--- src/rtl/clock_frequency_divider.sv ---
// ---------------------------------------------------------------------------
// clock_frequency_divider
//
// Purpose:
//   Derives a slow clock with a 50% duty cycle (OutClock) from a fast source
//   clock (InClock). It counts InClock cycles and toggles OutClock once every
//   half output period. It also produces a strobe (TickOut) that is high for
//   one InClock cycle, aligned with each rising edge of OutClock.
//
// Parameters:
//   INPUT_FREQUENCY   InClock frequency in Hz.
//   OUTPUT_FREQUENCY  Target OutClock frequency in Hz.
//
// Ports:
//   InClock   in   1  Source clock; all state advances on its rising edge.
//   resetApp  in   1  Asynchronous, active-high reset.
//   OutClock  out  1  Divided clock, registered, 50% duty cycle.
//   TickOut   out  1  High for the single InClock cycle in which OutClock
//                     has just risen.
// ---------------------------------------------------------------------------
module clock_frequency_divider #(
  parameter int INPUT_FREQUENCY  = 50_000_000,
  parameter int OUTPUT_FREQUENCY = 1
) (
  input  logic InClock,
  input  logic resetApp,
  output logic OutClock,
  output logic TickOut
);

  // A zero output frequency would divide by zero at elaboration, so it is
  // treated as 1 Hz. A half period below one cycle is clamped to one cycle,
  // which gives InClock/2.
  localparam int OUT_FREQ_SAFE = (OUTPUT_FREQUENCY < 1) ? 1 : OUTPUT_FREQUENCY;
  localparam int HALF_RAW      = INPUT_FREQUENCY / (2 * OUT_FREQ_SAFE);
  localparam int HALF_PERIOD   = (HALF_RAW < 1) ? 1 : HALF_RAW;
  localparam int CNT_RAW       = $clog2(HALF_PERIOD + 1);
  localparam int CNT_WIDTH     = (CNT_RAW < 1) ? 1 : CNT_RAW;

  localparam logic [CNT_WIDTH-1:0] LAST_COUNT = CNT_WIDTH'(HALF_PERIOD - 1);

  logic [CNT_WIDTH-1:0] halfCount;

  // The comparison uses >= rather than ==. This keeps any unexpected counter
  // value from running past the wrap point.
  // TickOut takes the inverted old OutClock value. It is therefore set only
  // on the toggle that drives OutClock from 0 to 1.
  always_ff @(posedge InClock or posedge resetApp) begin
    if (resetApp) begin
      halfCount <= '0;
      OutClock  <= 1'b0;
      TickOut   <= 1'b0;
    end else if (halfCount >= LAST_COUNT) begin
      halfCount <= '0;
      OutClock  <= ~OutClock;
      TickOut   <= ~OutClock;
    end else begin
      halfCount <= halfCount + 1'b1;
      TickOut   <= 1'b0;
    end
  end

endmodule

--- config.mk ---
export PLATFORM = sky130hd
export DESIGN_NAME = clock_frequency_divider
export DESIGN_NICKNAME = d
export VERILOG_FILES = /design/src/rtl/clock_frequency_divider.sv
export SDC_FILE = /design/constraint.sdc
export NUM_CORES = 1
export LEC_CHECK = 0
export ABC_CLOCK_PERIOD_IN_PS = 1410
export BUFFER_PORTS_ARGS = -buffer_cell sky130_fd_sc_hd__buf_2
export CORE_MARGIN = 3
export CORE_UTILIZATION = 54
export DETAILED_ROUTE_END_ITERATION = 8
export GPL_TIMING_DRIVEN = 0
export PLACE_DENSITY = 0.81
export SYNTH_ARGS = -nofsm -noshare
export SYNTH_HDL_FRONTEND = slang
export SYNTH_SLANG_ARGS = --single-unit
--- constraint.sdc ---
create_clock -name InClock -period 1.41 [get_ports InClock]
set_input_delay 0.282 -clock InClock [delete_from_list [all_inputs] [get_ports InClock]]
set_output_delay 0.282 -clock InClock [all_outputs]
set_load 0.03 [all_outputs]
==> Yosys cells after proc, flatten, opt, wreduce, memory -nomap -nowiden <==
Cells that the tools add are included.
{ "totals": {"word_cells": 8, "regBits": 27, "input_bits": 2} }
{ "op_classes": {"order_cmp": 1, "n_bitwise": 1, "n_mux": 2, "addsub": 1} }
{ "op_table": {"columns": ["operator", "count"], "rows": [
  ["adder 25 x 1 -> 25 bit, second input constant", 1],
  [">= comparator 25 bit, second input constant", 1],
  ["two-way mux 25 bit", 1],
  ["two-way mux 1 bit", 1],
  ["NOT 1 bit", 1]
]} }

==> Depth between registers and ports, before layout <==
{ "logic_depth": {"word_depth": 2, "depth_mapped": 7, "mapped_depth_nobuf": 6} }

==> Worst setup path after synthesis <==
No wires, ideal clock.
{ "synth_path": {"path_kind": "register to register", "startpoint": "register halfCount[0]", "endpoint": "register halfCount[22]", "stages_incl_launch_ff": 7, "path_buffers": 0, "arrival_time_ps": 1414, "setup_slack_ps": -123, "period_less_slack_ps": 1533, "cell_sequence": "dfrtp_1 ha_1 nand3_1 nor3_2 and3_1 xnor2_1 nor2_2"} }
{ "synth_between": {"elab_chain_cells": 2, "word_cells_on_any_way": 3} }
{ "synth_rtl": {"columns": ["element", "line", "text"], "rows": [
  ["from (decl)", "42", "logic [CNT_WIDTH-1:0] halfCount;"],
  ["from (signal assigned)", "58", "halfCount <= halfCount + 1'b1;"],
  ["adder 25 x 1 -> 25 bit or >= comparator 25 bit (tied branches)", "58, 53", null],
  ["two-way mux 25 bit *", "53", "end else if (halfCount >= LAST_COUNT) begin"]
]} }
Mark *: on every way between the ends. The rest lies on a longest branch, timed or not.
A chain may end at the register's enable or synchronous reset.

==> Final worst setup path <==
{ "layout_path": {"startpoint": "register halfCount[24]", "endpoint": "register OutClock"} }
{ "layout_between": {"elab_chain_cells": 1} }
{ "layout_rtl": {"columns": ["element", "line", "text"], "rows": [
  [">= comparator 25 bit", "53", null],
  ["to (signal assigned)", "55", "OutClock <= ~OutClock;"],
  ["to (decl)", "27", "output logic OutClock,"]
]} }
No other way between the ends.

==> out/results.md <==
- Worst slew margin: 0.289
- post-route cell area: 1990 µm²
- skew final: 0.00373 ns
- CTS root buf: sky130_fd_sc_hd__clkbuf_4
- Antenna Violating Nets Remaining: 0
- routed vias/inst: 6.24
- status: finished with violations
- WL/cell: 20.9 µm
- net count after synthesis: 138
- Overall Global Routing Usage: 0.250
- source-to-sink clock delay at the later pin of the worst-skew pair: 0.34 ns
- cell internal pwr: 0.887 mW
- Worst Path Buf+Inv: 1
- power density over the cells: 580 nW/µm²
- quantity of I/O buffers inserted on ports: 3
- Slowest cell on crit path: sky130_fd_sc_hd__dfrtp_1
- Clock Path Buffers: 2
- Synth Cell Area: 1390 µm²
- post-synthesis async set-or-reset flop share: 1.00
- share of the yosys chip area belonging to registers: 0.485
- start point of the critical path: halfCount[24]
- count of unresolved DRC violations after routing: 0
- area of the die: 3230 µm²
- Die W: 56.8 µm
- setup repair after global routing missed its margin: true
- type of the setup path with the least slack: flop to flop
- number of clock sinks: 27
- Post-CTS Hold Fix Bufs: 0
- most used flip-flop cell after synthesis: sky130_fd_sc_hd__dfrtp_1
- CTS tree: done
- largest delay contributor family on the critical path: simple AND/OR/NAND/NOR gates
- post-synthesis cell type count: 32
- power share of the sequential group: 0.672
- EDFF count, synth: 0
- number of cells produced by synthesis: 135
- number of global-route vias before repair: 1248
- count of routing violations after the opening detailed-route iteration: 105
- first-pass GRT wire length: 6160 µm
- Setup-failing EPs final: 27
- Achievable Freq: 0.567 GHz
- clock-pin transition on the worst setup and hold timing paths: 0.16 ns
- FF+latch count, synth: 27
- fraction of layout instances using a drive strength above 1: 0.522
- mean instance size in the synthesized netlist: 10.3 µm²
- post-detailed-routing wire length: 4390 µm
- Worst path max stage delay: 0.47 ns
- most frequent cells in the layout: 32 x sky130_fd_sc_hd__buf_4, 19 x sky130_fd_sc_hd__dfrtp_1, 17 x sky130_fd_sc_hd__nor2_1
- Post-DP Area: 1460 µm²
- required time worst endpoint: 1.65 ns
- Num CTS Buffers: 3
- grt total ovfl: 0
- post-route setup slack: -0.355 ns
- worst-path fanout max: 7
- Critical Path Source Type: flop
- violated checks: negative setup slack
- Core Footprint: 2320 µm²
- combinational power share: 0.014
- Initial Utilization: 0.601
- estimated wirelength of the detail-placed design: 1770 µm
- antenna violations before repair: 0
- sequential cell area in the final layout: 686 µm²
- number of vias in the routed layout: 1311
- total of max-cap violations: 0
- number of placement rows: 17
- critical-path cell list: nor4bb_1 > and3_1 > a22oi_2 > nand2_4 > buf_6 > xor2_2
- final critical path time including I/O delays and setup: 1.76 ns
- Synth Warn #: 0
- most common cell after layout, fill and taps aside: sky130_fd_sc_hd__buf_4
- Clock power frac: 0.314
- combined area of the multi-input logic cells: 842 µm²
- proportion of total power due to net switching: 0.231
- number of cells in the finished layout apart from fillers: 210
- pin count of the biggest net entering global routing: 28
- synth-to-layout area growth: 42.7%
- origin of the critical flop-to-flop path: halfCount[24]
- path category of the worst min-delay check: input pin to async pin
- switching component of the power: 0.266 mW
- final count of pins violating max slew: 0
- final count of hold timing violations: 0
- Max VDD drop: 484 µV
- count of antenna diodes in the layout: 0
- leakage: 0.933 nW
- Placed Cells: 166
- post-route clock period utilization: 1.25
- vertical die dimension: 56.8 µm
- arrival time at the worst endpoint: 2.01 ns
- maximum level of the CTS H-tree: 1
- boundary pin count: 4
- filler cell count in the final layout: 95
- final estimated routing congestion in global placement: 0.770
- final layout net count: 186
- pin slew with the least headroom to its limit: 1.06 ns
- count of TritonRoute iterations in the first routing pass: 4
- type of destination of the critical path: flop
-- routing by layer --
metal | vias to the layer above | track usage | wire length, µm
met5 | - | 0 | 0
met4 | 0 | 0.126 | 197
met3 | 21 | 0.0345 | 498
met2 | 107 | 0.427 | 2080
met1 | 631 | 0.306 | 1620
li1 | 552 | - | -
-- power groups by stage --
stage               registers (mW)  logic, mW  clock network, mW
finish                       0.775     0.0166              0.362
detailed placement           0.789     0.0170                  0
floorplan                    0.789     0.0115                  0
global route                 0.775     0.0196              0.386
global placement             0.789     0.0165                  0
CTS                          0.774     0.0169              0.343
-- sequential cells by signal, summed over array words and instances, names as in the netlist --
signal and count:
TickOut 1, halfCount 25, OutClock 1
-- logic make-up (layout without fill, tap and decap cells) --
group,count (synthesis),after routing,synth area share
AOI/OAI and AO/OA,7,7,0.0377
xor gates and xnor gates,23,23,0.145
and+or+nand+nor,71,71,0.299
adders and majority gates,1,1,0.00898
DFF,27,27,0.485
buffers and inverters,6,53,0.0251
-- synth_stat cells, types with 2 or more instances --
cell type	n	area, µm²
sky130_fd_sc_hd__nor2_1	28	105
sky130_fd_sc_hd__dfrtp_1	27	676
sky130_fd_sc_hd__xnor2_1	12	105
sky130_fd_sc_hd__xor2_1	11	96.3
sky130_fd_sc_hd__nand2_1	9	33.8
sky130_fd_sc_hd__nand3_1	6	30.0
sky130_fd_sc_hd__and3_1	5	31.3
sky130_fd_sc_hd__inv_1	4	15.0
sky130_fd_sc_hd__nand4_1	4	25.0
sky130_fd_sc_hd__nor3_1	3	15.0
sky130_fd_sc_hd__a21oi_1	2	10.0
sky130_fd_sc_hd__nand4_4	2	42.5
sky130_fd_sc_hd__nor2_2	2	12.5
sky130_fd_sc_hd__nor3_2	2	20.0
-- final timing paths --
path | cells past startpoint | slack [ns] | end
max reg2reg | 6 | -0.35 | OutClock
max | 6 | -0.35 | OutClock
min reg2reg | 1 | 0.55 | OutClock
min | 2 | 0.18 | halfCount[22]
min in group InClock | 1 | 0.55 | OutClock
max in group asynchronous | 2 | 0.53 | halfCount[12]
-- area by class of cell --
type                       count  area share
buffer                         2      0.0132
clock buffer                   4      0.0132
inverter                       4     0.00755
tap                           28      0.0176
multi-input combinational    102       0.423
sequential                    27       0.345
timing repair buffer          43       0.181
-- what timing repair did --
item	4_1_cts	5_1_grt
hold endpoints to repair	0	0
resized for setup	21	26
setup buffers	32	6
setup endpoints to repair	27	27
pin swaps	9	14
gates cloned	1	1
-- per-stage QoR --
| step | utilization | setup slack [ns] | TNS [ns] | total power [mW] | hold slack (ns) |
|---|---|---|---|---|---|
| 2_1_floorplan | - | -0.0882 | -0.259 | 0.800 | 0.335 |
| 3_3_place_gp | 0.629 | -0.294 | -3.77 | 0.805 | 0.456 |
| 3_5_place_dp | 0.629 | -0.309 | -4.99 | 0.806 | 0.476 |
| 4_1_cts | 0.781 | -0.136 | -2.59 | 1.13 | 0.207 |
| 5_1_grt | 0.858 | -0.384 | -9.25 | 1.18 | 0.258 |
| 6_report | 0.858 | -0.355 | -7.77 | 1.15 | 0.176 |
(Power assumes the default switching activity.)
